File: src/rtl/reg_bank_file_if.sv
// reg_bank_file_if: port bundle between the register control block and the banked pair file
interface reg_bank_file_if #(
    parameter int DW   = 8,
    parameter int SELW = 3,
    parameter int BW   = 1
);
    logic [SELW-1:0] rd_a_sel;
    logic [2*DW-1:0] rd_a_data;
    logic [SELW-1:0] rd_b_sel;
    logic [2*DW-1:0] rd_b_data;
    logic [SELW-1:0] wr_sel;
    logic [1:0]      wr_we;
    logic [2*DW-1:0] wr_data;
    logic            ex_af;
    logic            exx;
    logic            ex_de_hl;
    logic            inc_en;
    logic            inc_dec;
    logic [SELW-1:0] inc_sel;
    logic [BW-1:0]   bank_af;
    logic [BW-1:0]   bank_gp;

    modport master (
        output rd_a_sel, rd_b_sel, wr_sel, wr_we, wr_data, ex_af, exx, ex_de_hl, inc_en, inc_dec, inc_sel,
        input  rd_a_data, rd_b_data, bank_af, bank_gp
    );

    modport slave (
        input  rd_a_sel, rd_b_sel, wr_sel, wr_we, wr_data, ex_af, exx, ex_de_hl, inc_en, inc_dec, inc_sel,
        output rd_a_data, rd_b_data, bank_af, bank_gp
    );
endinterface

File: src/rtl/reg_bank_file.sv
// reg_bank_file: banked CPU register-pair file; inc/dec unit enabled by REG_BANK_FILE_INCDEC_EN
module reg_bank_file #(
    parameter int              DW      = 8,
    parameter int              NPAIR   = 8,
    parameter int              NBANK   = 2,
    parameter logic [2*DW-1:0] RST_VAL = '1
) (
    input  logic           clk,
    input  logic           reset,
    reg_bank_file_if.slave bus
);
    localparam int SELW  = $clog2(NPAIR);
    localparam int BW    = NBANK > 1 ? $clog2(NBANK) : 1;
    localparam int PW    = 2 * DW;
    localparam int NPHYS = 4 * NBANK + NPAIR - 4;

    logic [PW-1:0] regs_q [NPHYS];
    logic [PW-1:0] regs_d [NPHYS];
    logic [PW-1:0] rd_a_q, rd_a_d, rd_b_q, rd_b_d;
    logic [BW-1:0] bank_af_q, bank_af_d, bank_gp_q, bank_gp_d;
    logic [NBANK-1:0] swap_q, swap_d;
    logic sw_cur;
    int wr_idx, ra_idx, rb_idx;

    // Physical layout: AF banks first, then three GP slots per bank, then the unbanked pairs; -1 = out of range
    function automatic int phys_idx(input logic [SELW-1:0] s, input logic [BW-1:0] baf, input logic [BW-1:0] bgp,
                                    input logic sw);
        int p;
        p = int'(s);
        if (p >= NPAIR) return -1;
        if (p == 0) return int'(baf);
        if (p < 4) return NBANK + 3 * int'(bgp) + ((sw && p != 1) ? 5 - p : p) - 1;
        return 4 * NBANK + p - 4;
    endfunction

    assign sw_cur        = swap_q[bank_gp_q];
    assign bus.rd_a_data = rd_a_q;
    assign bus.rd_b_data = rd_b_q;
    assign bus.bank_af   = bank_af_q;
    assign bus.bank_gp   = bank_gp_q;

`ifdef REG_BANK_FILE_INCDEC_EN
    int inc_idx;
`else
    logic unused_inc;
    assign unused_inc = ^{bus.inc_en, bus.inc_dec, bus.inc_sel};
`endif

    // Next pair contents (inc/dec, then byte-merged write on top) and write-first read data, all on pre-exchange mapping
    always_comb begin
        regs_d = regs_q;
        rd_a_d = '0;
        rd_b_d = '0;
        wr_idx = phys_idx(bus.wr_sel, bank_af_q, bank_gp_q, sw_cur);
        ra_idx = phys_idx(bus.rd_a_sel, bank_af_q, bank_gp_q, sw_cur);
        rb_idx = phys_idx(bus.rd_b_sel, bank_af_q, bank_gp_q, sw_cur);
`ifdef REG_BANK_FILE_INCDEC_EN
        inc_idx = phys_idx(bus.inc_sel, bank_af_q, bank_gp_q, sw_cur);
`endif
        for (int i = 0; i < NPHYS; i++) begin
`ifdef REG_BANK_FILE_INCDEC_EN
            if (bus.inc_en && inc_idx == i && !(bus.wr_we != 2'b00 && wr_idx == i))
                regs_d[i] = bus.inc_dec ? regs_q[i] - PW'(1) : regs_q[i] + PW'(1);
`endif
            if (wr_idx == i)
                regs_d[i] = {bus.wr_we[1] ? bus.wr_data[PW-1:DW] : regs_d[i][PW-1:DW],
                             bus.wr_we[0] ? bus.wr_data[DW-1:0]  : regs_d[i][DW-1:0]};
        end
        for (int i = 0; i < NPHYS; i++) begin
            if (i == ra_idx) rd_a_d = regs_d[i];
            if (i == rb_idx) rd_b_d = regs_d[i];
        end
    end

    // Bank pointers advance modulo NBANK; DE/HL swap flag of the pre-exchange GP bank toggles
    always_comb begin
        bank_af_d = bus.ex_af ? (bank_af_q == BW'(NBANK - 1) ? '0 : bank_af_q + 1'b1) : bank_af_q;
        bank_gp_d = bus.exx ? (bank_gp_q == BW'(NBANK - 1) ? '0 : bank_gp_q + 1'b1) : bank_gp_q;
        swap_d = swap_q;
        swap_d[bank_gp_q] = sw_cur ^ bus.ex_de_hl;
    end

    // State registers with asynchronous reset
    always_ff @(posedge clk or posedge reset) begin
        if (reset) begin
            regs_q    <= '{default: RST_VAL};
            rd_a_q    <= '0;
            rd_b_q    <= '0;
            bank_af_q <= '0;
            bank_gp_q <= '0;
            swap_q    <= '0;
        end else begin
            regs_q    <= regs_d;
            rd_a_q    <= rd_a_d;
            rd_b_q    <= rd_b_d;
            bank_af_q <= bank_af_d;
            bank_gp_q <= bank_gp_d;
            swap_q    <= swap_d;
        end
    end
endmodule

File: src/flat_wrapper.sv
// flat-port wrapper written by rule: the top's interface ports become plain ports
module reg_bank_file_flat 
#(
    parameter int              DW      = 8,
    parameter int              NPAIR   = 8,
    parameter int              NBANK   = 2,
    parameter logic [2*DW-1:0] RST_VAL = '1
)
  (clk, reset, bus_rd_a_sel, bus_rd_b_sel, bus_wr_sel, bus_wr_we, bus_wr_data, bus_ex_af, bus_exx, bus_ex_de_hl, bus_inc_en, bus_inc_dec, bus_inc_sel, bus_rd_a_data, bus_rd_b_data, bus_bank_af, bus_bank_gp);
  reg_bank_file_if #(.DW(DW), .SELW(3), .BW(1)) bus_i ();
  input  logic clk;
  input  logic reset;
  input wire logic [$bits(bus_i.rd_a_sel)-1:0] bus_rd_a_sel;
  input wire logic [$bits(bus_i.rd_b_sel)-1:0] bus_rd_b_sel;
  input wire logic [$bits(bus_i.wr_sel)-1:0] bus_wr_sel;
  input wire logic [$bits(bus_i.wr_we)-1:0] bus_wr_we;
  input wire logic [$bits(bus_i.wr_data)-1:0] bus_wr_data;
  input wire logic [$bits(bus_i.ex_af)-1:0] bus_ex_af;
  input wire logic [$bits(bus_i.exx)-1:0] bus_exx;
  input wire logic [$bits(bus_i.ex_de_hl)-1:0] bus_ex_de_hl;
  input wire logic [$bits(bus_i.inc_en)-1:0] bus_inc_en;
  input wire logic [$bits(bus_i.inc_dec)-1:0] bus_inc_dec;
  input wire logic [$bits(bus_i.inc_sel)-1:0] bus_inc_sel;
  output wire logic [$bits(bus_i.rd_a_data)-1:0] bus_rd_a_data;
  output wire logic [$bits(bus_i.rd_b_data)-1:0] bus_rd_b_data;
  output wire logic [$bits(bus_i.bank_af)-1:0] bus_bank_af;
  output wire logic [$bits(bus_i.bank_gp)-1:0] bus_bank_gp;
  assign bus_i.rd_a_sel = bus_rd_a_sel;
  assign bus_i.rd_b_sel = bus_rd_b_sel;
  assign bus_i.wr_sel = bus_wr_sel;
  assign bus_i.wr_we = bus_wr_we;
  assign bus_i.wr_data = bus_wr_data;
  assign bus_i.ex_af = bus_ex_af;
  assign bus_i.exx = bus_exx;
  assign bus_i.ex_de_hl = bus_ex_de_hl;
  assign bus_i.inc_en = bus_inc_en;
  assign bus_i.inc_dec = bus_inc_dec;
  assign bus_i.inc_sel = bus_inc_sel;
  assign bus_rd_a_data = bus_i.rd_a_data;
  assign bus_rd_b_data = bus_i.rd_b_data;
  assign bus_bank_af = bus_i.bank_af;
  assign bus_bank_gp = bus_i.bank_gp;
  reg_bank_file #(.DW(DW), .NPAIR(NPAIR), .NBANK(NBANK), .RST_VAL(RST_VAL)) u_core (.clk(clk), .reset(reset), .bus(bus_i));
endmodule
File: config.mk
export PLATFORM = sky130hd
export DESIGN_NAME = reg_bank_file_flat
export DESIGN_NICKNAME = d
export VERILOG_FILES = /design/src/rtl/reg_bank_file_if.sv /design/src/rtl/reg_bank_file.sv /design/src/flat_wrapper.sv
export SDC_FILE = /design/constraint.sdc
export NUM_CORES = 1
export LEC_CHECK = 0
export ABC_AREA = 1
export CAP_MARGIN = 20
export CELL_PAD_IN_SITES_DETAIL_PLACEMENT = 1
export CELL_PAD_IN_SITES_GLOBAL_PLACEMENT = 1
export CORE_MARGIN = 2
export CORE_UTILIZATION = 25
export DETAILED_ROUTE_END_ITERATION = 8
export PLACE_DENSITY = 0.57
export SYNTH_ARGS = -nofsm -noshare
export SYNTH_HDL_FRONTEND = slang
export SYNTH_SLANG_ARGS = --single-unit
File: constraint.sdc
create_clock -name clk -period 13.7 [get_ports clk]
set_input_delay 4.11 -clock clk [delete_from_list [all_inputs] [get_ports clk]]
set_output_delay 4.11 -clock clk [all_outputs]
set_load 0.02 [all_outputs]
* Yosys cells after proc, flatten, opt, wreduce, memory -nomap -nowiden
Cells that the tools add are included.
Widths: inputs -> output; s select.
** Storage, ports and cells
- Register bits after elaboration :: 228
- Bits of input ports :: 37
- Output and inout port bits :: 34
** Operators by class
- Add/subtract/negate cells :: 18
- $mul :: 1
- $lt $le $gt $ge :: 5
- Equality and inequality tests :: 36
- Mux-type cells :: 91
- Bitwise logic cells :: 1
- Reduce and logical (&&, ||, !) cells :: 10
** Operators by type and width (count)
- $mux 16 :: 36
- $mux 32 :: 12
- $eq 4x32->1 const A :: 8
- $eq 5x32->1 const A :: 8
- $mux 8 :: 24
- $eq 3x32->1 const A :: 4
- $eq 32x4->1 const B :: 4
- $eq 32x5->1 const B :: 4
- $add 32x32->32 :: 3
- $logic_not 32->1 :: 3
- $sub 32x2->32 const B :: 3
- $sub 32x4->32 const B :: 3
- $eq 2x32->1 const A :: 2
- $eq 32x3->1 const B :: 2
- $add 3x32->32 const A :: 1
- $eq 32x2->1 const B :: 1
- $mux 1 :: 17
- $add 4x3->5 const A :: 3
- $sub 3x3->4 const A :: 3
- $logic_not 3->1 :: 3
- $lt 3x3->1 const B :: 3
- $ne 3x2->1 const B :: 3
- $logic_and 1x1->1 :: 4
- $mul 2x1->3 const A :: 1
- other kinds (6) :: 7

* Logic depth before layout (Yosys ltp)
Gate-level depths: netlist of the first run.
- Depth after elaboration :: 23
- Mapped depth :: 29

* Worst setup path after synthesis of the first run
No wires, ideal clock.
- Kind :: input-to-reg
- Start :: input port bus_wr_sel[2]
- End :: register u_core.rd_a_q[10], in the netlist u_core.bus.rd_a_data[10]
- Library setup time :: 0.130 ns
- Data arrival time :: 7.177 ns
- Data required time :: 13.570 ns
- Slack :: 6.392 ns
- Cell stages on the path :: 25
- Path through :: buf_6 > nor2_4 > a21oi_1 > nand2_1 > o21ai_0 > ha_1 > inv_1 > ha_1 > inv_1 > fa_1 > inv_1 > fa_1 > inv_1 > nand2_1 > o21ai_0 > nand3_1 > clkbuf_1 > o21ai_1 > nand2_1 > nand2_1 > nand4_1 > nor2_1 > nand4_1 > nor2_1 > nand4_1
** RTL lines
- from (decl) :: line flat_wrapper.sv:15 : input wire logic [$bits(bus_i.wr_sel)-1:0] bus_wr_sel;
- to (signal assigned) :: line reg_bank_file.sv:94 : rd_a_q <= rd_a_d;
- to (decl) :: line reg_bank_file.sv:19 : logic [PW-1:0] rd_a_q, rd_a_d, rd_b_q, rd_b_d;

==> metrics.txt, run 1 <==
DP HPWL 32.3 mm; clock latency on the worst-skew pair 570 ps; DP Worst Slack 4100 ps; Setup TNS 0 ps; # rows 83; WP data required 14,100 ps; Fill cells 6,220; top cells by area, synth dfstp_2 (38%), nand2_1 (19%), o21ai_0 (7.2%), dfrtp_1 (6.9%), nand4_1 (4.6%); worst-path fanout max 17; Setup WS post-layout 4650 ps; I/O Buffers 65; hold buffers post-CTS 0; DR vias 12,336; CTS sink count 228; total of max-cap violations 0; Layout Cells excl Fill 2,505; final wirelength 48.7 mm; CTS root buf clkbuf_16; DR WL/cell 19.4 um; Fin. Hold Viols 0; most common cell in the netlist nand2_1; RSZ-0062 raised after global routing no; status finished clean; Setup-failing EPs final 0; Post-Synthesis Cells 1,791; Primary FF master, synth dfstp_2; Worst Skew 16.4 ps; crit start category input port; Setup crit end kind flip-flop; Tot Pwr 0.00388 W; drt via density 4.92; all-layer global routing usage 18.1%; chip width 233 um; number of global-route vias before repair 13,046; first-pass GRT wire length 76.7 mm; Die H 233 um; Max Slew Vio Count 0; RePlAce Congestion 0.767; dominant cell type by area after synthesis dfstp_2; buffer count from post-CTS setup fixing 0; most instantiated cells after synthesis nand2_1 (680), dfstp_2 (192), o21ai_0 (190); register area share after synthesis 45.3%; largest net degree at the start of global routing 90; Die ar. 54,300 um2; number of flops mapped to enable cells by yosys 0; Post-CTS Resized 0; Layout area overhead 17.5%; Max-slew headroom 22.8%; Synth top area share 38.4%; CTS tree yes; drt pass-1 iters 5; # nets final 1,868; initial core utilization 25.4%; # IOs 71; Post-Place Cells 2,450; Syn Nets 1,855; Max Fclk 111 MHz; initial antenna violation count 0; ant diodes 0; Slew @ Worst Pin 1160 ps; hold slack final 486 ps; Mapped Avg Cell Area 7.33 um2; Synth cell types 33; mapped cell area 13,100 um2; Power Dens Cells 251 nW/um2; clock slew seen by the registers of the worst setup and hold paths 60 ps; async set-reset flop share out of synthesis 100%; layout cells sized above 1 16.8%; Num CTS Buffers 28; leakage power 6.45 nW; DRC 0; Overflow after GRT 0; Tmin final 9050 ps; yosys warns 0; FF+latch count, synth 228; post-route ant nets 0; WS Path Type input port to flip-flop; H-tree Lvls 1; Peak VDD IR 0.000100 V; CTS Buffer Depth 3; Core Box Area 51,600 um2; fin crit share 66.0%; Data arrival, critical path 9440 ps; hold crit path type flip-flop to flip-flop; Iter 0 DRT Violations 614
## where the power goes
part           internal (W)  total [W]  switching, W
sequential          0.00112    0.00121     0.0000915
combinational      0.000539    0.00188       0.00134
clock              0.000475   0.000784      0.000310
total               0.00213    0.00388       0.00174
## path summary, 6_finish.rpt
kind | start | to | slack [ps] | depth (start not counted)
max in group asynchronous | reset | u_core.bus.rd_a_data[15] | 7250 | 4
min in group asynchronous | reset | u_core.bus.rd_b_data[11] | 4100 | 2
worst min-delay path | u_core.swap_q[0] | u_core.swap_q[0] | 490 | 2
worst max-delay path | bus_wr_sel[2] | u_core.bus.rd_a_data[14] | 4650 | 22
worst min register to register | u_core.swap_q[0] | u_core.swap_q[0] | 490 | 2
worst max register to register | u_core.bus.bank_gp | u_core.bus.rd_a_data[14] | 7750 | 24
## stage by stage
stage	cell area (um2)	utilization, %
2_1_floorplan	13100	-
3_3_place_gp	14400	27.8
3_5_place_dp	14400	27.8
4_1_cts	15300	29.7
5_1_grt	15400	29.9
6_report	15400	29.9
## routing by layer
layer | wire (um) | up-vias | GRT usage (%)
met1 | 23700 | 6209 | 25.2
met5 | 0 | - | 0
met2 | 22700 | 183 | 30.4
met3 | 1440 | 48 | 1.76
met4 | 755 | 0 | 4.22
li1 | - | 5896 | -
## cell families (layout without fill, tap and decap cells)
kind of cell	count (synthesis)	in the layout	share of synthesized area (%)
AND/OR/NAND/NOR	1030	1030	33.0
AO/OA/AOI/OAI	297	297	12.4
flip-flops	228	228	45.3
buffers and inverters	206	240	6.19
adder cells (fa/ha/maj)	27	27	2.92
XOR/XNOR	3	3	0.200
## layout make-up
cell class / count / area [um2] / area share, %
Timing Repair Buffer: 81 / 851 / 5.52
Clock buffer: 44 / 842 / 5.46
Inverter: 108 / 413 / 2.68
Sequential cell: 228 / 5950 / 38.5
Multi-Input combinational cell: 1357 / 6410 / 41.6
Clock inverter: 7 / 113 / 0.730
Tap cell: 680 / 851 / 5.52
## critical path: stages
cell and delay [ps]:
clkdlybuf4s50_1 700, nor2_4 80, a21oi_1 280, o21ai_0 130, ha_1 340, fa_1 430
inv_1 80, fa_1 400, inv_1 90, nand2_1 90, nand2_1 90, nand2_2 100
nor2_4 510, nand2_1 700, nand2_1 210, nand2_1 110, nand2_1 90, nand4_1 190
nor2_1 220, nand4_1 180, nor2_1 150, nand4_1 160
## sequential cells by signal, summed over array words and instances, names as in the netlist
| name | flops |
|---|---|
| u_core.swap_q | 2 |
| u_core.bus.bank_gp | 1 |
| u_core.bus.rd_b_data | 16 |
| u_core.bus.bank_af | 1 |
| u_core.bus.rd_a_data | 16 |
| u_core.regs_q | 192 |
## cells in the final DEF (no fill, tap or decap), drive strengths merged
master,n
nand2,685
o21ai,205
dfstp,192
nor2,145
inv,102
nand3,97
nand4,97
clkdlybuf4s50,65
a21oi,45
clkbuf,44
dfrtp,36
o22ai,31
ha,21
o21a,16
buf,16
clkinv,9
fa,6
bufinv,3
nor3,3
xor2,2
or2,2
and2,1
xnor2,1
clkinvlp,1
(Power assumes the default switching activity.)
==> run 2, diff against run 1 <==
clock period = 8.9 ns   (was 13.7 ns; I/O delays follow)
==> metrics.txt, run 2 (synthesized netlist as in run 1, its figures left out) <==
Die H 233 um (unchanged); total area of sequential cells 5950 um2 (unchanged); layout cells sized above 1 17.7% (+0.87 points); Multi-input gate area 6410 um2 (about the same); clock power share 21.0% (+0.8 points); crit start category input port; Sw Share 44.8% (-0.17 points); # nets final 1,879 (+0.59%); Data arrival, critical path 7470 ps (-1970 ps); final instance area 15,600 um2 (+1.0%); Comb pwr share 48.2% (-0.3 points); CTS tree yes; all-layer global routing usage 18.1% (-0.039 points); total of max-cap violations 0 (unchanged); post-route ant nets 0 (unchanged); Layout area overhead 18.7%; R2R cell count 22 (-8.3%); H-tree Lvls 1 (unchanged); RePlAce Congestion 0.757 (-1.4%); Iter 0 DRT Violations 643 (+4.7%); DRC 0 (unchanged); ant diodes 0 (unchanged); Post-Place Cells 2,461 (+0.45%); hold buffers post-CTS 0 (unchanged); I/O Buffers 65 (unchanged); hold depth 2 (unchanged); Max-slew headroom 23.7% (+0.87 points); Largest Register u_core.regs_q; # IOs 71 (unchanged); Max Fclk 141 MHz; CTS root buf clkbuf_16; critical path's largest stage delay 790 ps (+90 ps); reported net switching power 0.00271 W (+55%); post-route core utilization 30.2% (+0.30 points); RSZ-0062 raised after global routing no; worst-path fanout max 16 (-1); clock slew seen by the registers of the worst setup and hold paths 60 ps (about the same); Setup TNS 0 ps (unchanged); slowest CP cell nor2_2; number of global-route vias before repair 13,155 (+0.84%); Slew @ Worst Pin 1140 ps (-13.1 ps); initial antenna violation count 0 (unchanged); initial core utilization 25.4% (unchanged); clock latency on the worst-skew pair 580 ps (about the same); Post-CTS Resized 0 (unchanged); first-pass GRT wire length 77.0 mm (+0.32%); Die ar. 54,300 um2 (unchanged); P_int 0.00334 W (+57%); WP data required 9310 ps (-4790 ps); max reg flops 192 (unchanged); Power Dens Cells 388 nW/um2 (+54%); dpl cell area 14,500 um2 (+0.64%); DP HPWL 32.4 mm (+0.58%); Tot Pwr 0.00605 W (+56%); Tmin final 7070 ps; power share of the sequential group 30.8% (-0.5 points); # rows 83 (unchanged); buffer count from post-CTS setup fixing 0 (unchanged); most frequent cells in the layout nand2_1 (680), dfstp_2 (192), o21ai_0 (190), nor2_1 (122); commonest non-fill, non-tap cell in the layout nand2_1; largest net degree at the start of global routing 176 (+96%); Fin. Hold Viols 0 (unchanged); Layout Cells excl Fill 2,517 (+0.48%); Core Box Area 51,600 um2 (unchanged); final wirelength 48.7 mm (+0.10%); Worst Skew 24.1 ps (+7.71 ps); most used cell, CP nand4_1; CTS Buffer Depth 3 (unchanged); fin crit share 79.4%; drt pass-1 iters 5 (unchanged); DR vias 12,424 (+0.71%); chip width 233 um (unchanged); status finished clean; Num CTS Buffers 28 (unchanged); Setup crit end kind flip-flop; Setup-failing EPs final 0 (unchanged); Fill cells 6,201 (-0.31%); Overflow after GRT 0 (unchanged); Peak VDD IR 0.000168 V (+68%); WS Path Type input port to flip-flop; DR WL/cell 19.4 um (-0.37%); drt via density 4.94 (+0.23%); Max Slew Vio Count 0 (unchanged); crit-path cells clkdlybuf4s50_1 -> nor2_4 -> a21oi_1 -> o21ai_0 -> ha_1 -> fa_1 -> inv_1 -> fa_1 -> inv_1 -> nand2_1 -> nand2_1 -> nand2_2 -> nor2_2 -> nand3_1 -> nand3_1 -> nand4_1 -> nor2_1 -> nand4_1 -> nor2_1 -> nand4_1; CTS sink count 228 (unchanged); hold crit path type flip-flop to flip-flop; leakage power 6.53 nW (+1.2%)
==> run 2: cell count changes in the layout (fill, tap and decap cells not counted), sizes merged <==
| cell | previous run | this run |
|---|---|---|
| buf | 16 | 27 |
| clkbuf | 44 | 35 |
| clkinvlp | 1 | 5 |
| clkinv | 9 | 12 |
| bufinv | 3 | 5 |
| inv | 102 | 103 |
==> run 2: critical path, delay by kind of cell <==
family	cells	cell delay, ps
simple gates	12	2350
buf+inv	3	870
fa+ha+maj	3	1160
compound gates	2	420
==> run 2: path summary, 6_finish.rpt <==
check / to / slack (ps) / from
max: u_core.bus.rd_b_data[14] / 1830 / bus_wr_sel[2]
min: u_core.swap_q[0] / 490 / u_core.swap_q[0]
max reg2reg: u_core.bus.rd_b_data[14] / 3520 / u_core.bus.bank_gp
min reg2reg: u_core.swap_q[0] / 490 / u_core.swap_q[0]
max in group asynchronous: u_core.bus.bank_af / 4990 / reset
min in group asynchronous: u_core.regs_q[140] / 2810 / reset
==> run 2: cell type report <==
class	instances	share of cell area [%]
Clock buffer	35	4.99
Tap cell	680	5.46
Inverter	108	2.65
Timing Repair Buffer	92	6.07
Multi-Input combinational cell	1357	41.1
Clock inverter	17	1.55
Sequential cell	228	38.2
==> run 2: power by group through the flow <==
stage	Combinational [W]	Sequential [W]	Clock, W
global placement	0.00282	0.00186	0
finish	0.00292	0.00186	0.00127
floorplan	0.00183	0.00191	0
global route	0.00329	0.00191	0.00134
detailed placement	0.00289	0.00188	0
CTS	0.00291	0.00187	0.00130
==> run 2: stage by stage <==
step	hold slack (ps)	worst slack, ps
final	489	1830
after global routing	522	1470
after CTS	495	1800
after detailed placement	479	1200
after global placement	466	1290
after floorplan	450	300
==> run 2: routing by layer <==
metal  wire length (um)  share of wire (%)  GRT usage, %  vias to the layer above
li1                   -                  -             -                     5920
met1              23700                 49          25.3                     6211
met2              22400                 46          30.0                      221
met3               1640                3.4          1.83                       72
met4                914                1.9          4.26                        0
met5                  0                  0             0                        -
==> run 3, diff against run 2 <==
clock period = 7 ns   (was 8.9 ns; I/O delays follow)
==> metrics.txt, run 3 (synthesized netlist as in run 1, its figures left out) <==
status finished clean; clock power share 20.2% (-0.8 points); critical path's largest stage delay 700 ps (-90 ps); commonest non-fill, non-tap cell in the layout nand2_1; Max-slew headroom 29.2% (+5.5 points); number of global-route vias before repair 13,067 (-0.67%); P_int 0.00421 W (+26%); Comb pwr share 48.7% (+0.5 points); drt pass-1 iters 5 (unchanged); Setup crit end kind flip-flop; # rows 83 (unchanged); Slew @ Worst Pin 1060 ps (-81.3 ps); # IOs 71 (unchanged); DR vias 12,404 (-0.16%); Num CTS Buffers 29 (+3.6%); Die ar. 54,300 um2 (unchanged); Setup-failing EPs final 0 (unchanged); Iter 0 DRT Violations 706 (+9.8%); Max Slew Vio Count 0 (unchanged); crit start category input port; total of max-cap violations 0 (unchanged); Tmin final 6140 ps; worst-path fanout max 17 (+1); Post-Place Cells 2,484 (+0.93%); Peak VDD IR 0.000210 V (+25%); WS Path Type input port to flip-flop; Sw Share 44.8% (+0.071 points); post-route ant nets 0 (unchanged); hold slack final 479 ps (-9.38 ps); CTS tree yes; layout cells sized above 1 17.5% (-0.15 points); Power Dens Cells 490 nW/um2 (+26%); Data arrival, critical path 6560 ps (-910 ps); Tot Pwr 0.00764 W (+26%); DP HPWL 33.3 mm (+2.8%); DRC 0 (unchanged); hold buffers post-CTS 0 (unchanged); Die H 233 um (unchanged); Overflow after GRT 0 (unchanged); power share of the sequential group 31.1% (+0.3 points); Layout Cells excl Fill 2,538 (+0.83%); RePlAce Congestion 0.769 (+1.6%); leakage power 6.59 nW (+0.93%); crit-path cells clkdlybuf4s50_1 -> nor2_4 -> a21oi_1 -> o21ai_0 -> ha_1 -> fa_1 -> inv_1 -> fa_1 -> inv_1 -> nand2_1 -> o21ai_0 -> nand3_1 -> buf_4 -> o21ai_0 -> nand2_1 -> nand2_1 -> nand4_1 -> nor2_1 -> nand4_1 -> nor2_1 -> nand4_1; final wirelength 48.1 mm (-1.3%); CTS Buffer Depth 3 (unchanged); most frequent cells in the layout nand2_1 (680), dfstp_2 (192), o21ai_0 (190), nor2_1 (137); Setup TNS 0 ps (unchanged); # nets final 1,899 (+1.1%); largest net degree at the start of global routing 73 (-59%); RSZ-0062 raised after global routing no; initial antenna violation count 0 (unchanged); ant diodes 0 (unchanged); all-layer global routing usage 17.9% (-0.21 points); Core Box Area 51,600 um2 (unchanged); WP data required 7420 ps (-1890 ps); drt via density 4.89 (-0.99%); max reg flops 192 (unchanged); reported net switching power 0.00343 W (+27%); buffer count from post-CTS setup fixing 0 (unchanged); Layout area overhead 18.8% (about the same); hold crit path type flip-flop to flip-flop; Post-CTS Resized 0 (unchanged); DR WL/cell 18.9 um (-2.1%); Max Fclk 163 MHz; clock latency on the worst-skew pair 590 ps (about the same); chip width 233 um (unchanged); CTS sink count 228 (unchanged); slowest CP cell clkdlybuf4s50_1; Worst Skew 28.9 ps (+4.80 ps); fin crit share 87.7%; clock slew seen by the registers of the worst setup and hold paths 50 ps (about the same); Fin. Hold Viols 0 (unchanged); H-tree Lvls 1 (unchanged); I/O Buffers 65 (unchanged); first-pass GRT wire length 75.9 mm (-1.4%); Largest Register u_core.regs_q; CTS root buf clkbuf_16; initial core utilization 25.4% (unchanged)
[run 3: cell types whose count changed in the layout (fill, tap and decap cells not counted), moves of 3 or more]
cell	delta
buf_4	+20
clkbuf_1	+5
nor2_2	-15
nor2_1	+15
buf_12	+3
buf_16	-4
[run 3: power by group through the flow]
stage	clock [W]	combinational [W]	sequential [W]
after detailed placement	0	0.00372	0.00239
final	0.00154	0.00372	0.00237
after CTS	0.00159	0.00375	0.00238
after global routing	0.00164	0.00418	0.00244
after floorplan	0	0.00232	0.00242
after global placement	0	0.00362	0.00237
[run 3: metrics by stage]
step                area (um2)  utilization (%)  worst slack (ps)
CTS                      15600             30.2               902
floorplan                13100                -              1700
finish                   15600             30.2               863
global route             15600             30.2               362
global placement         14600             28.3               357
detailed placement       14600             28.3               322
[run 3: worst max-delay path, delay by kind of cell]
kind	cells	cell delay [ps]
AND/OR/NAND/NOR	10	1340
adder cells (fa/ha/maj)	3	1160
buffers and inverters	4	1100
AO/OA/AOI/OAI	4	870
[run 3: layer usage]
metal | routed length, um | part of all wire, % | GRT usage [%] | up-vias
met5 | 0 | 0 | 0 | -
met4 | 1110 | 2.3 | 5.10 | 0
met3 | 1480 | 3.1 | 1.79 | 72
met2 | 21100 | 44 | 28.4 | 185
met1 | 24300 | 51 | 25.7 | 6179
li1 | - | - | - | 5968
[run 3: area by class of cell]
class | count | area, um2
sequential | 228 | 5950
tap | 680 | 851
clock inverter | 13 | 151
fill | 6225 | 36000
inverter | 108 | 409
timing repair buffer | 111 | 1050
multi-input combinational | 1357 | 6370
clock buffer | 41 | 821
[run 3: worst paths after layout]
kind	to	from	slack, ps	cells after the start
worst max-delay path	u_core.bus.rd_a_data[2]	bus_wr_sel[2]	860	21
worst min-delay path	u_core.swap_q[0]	u_core.swap_q[0]	480	2
worst max register to register	u_core.bus.rd_a_data[2]	u_core.bus.bank_gp	1910	23
worst min register to register	u_core.swap_q[0]	u_core.swap_q[0]	480	2
max in group asynchronous	u_core.regs_q[36]	reset	3850	4
min in group asynchronous	u_core.bus.bank_af	reset	2170	3
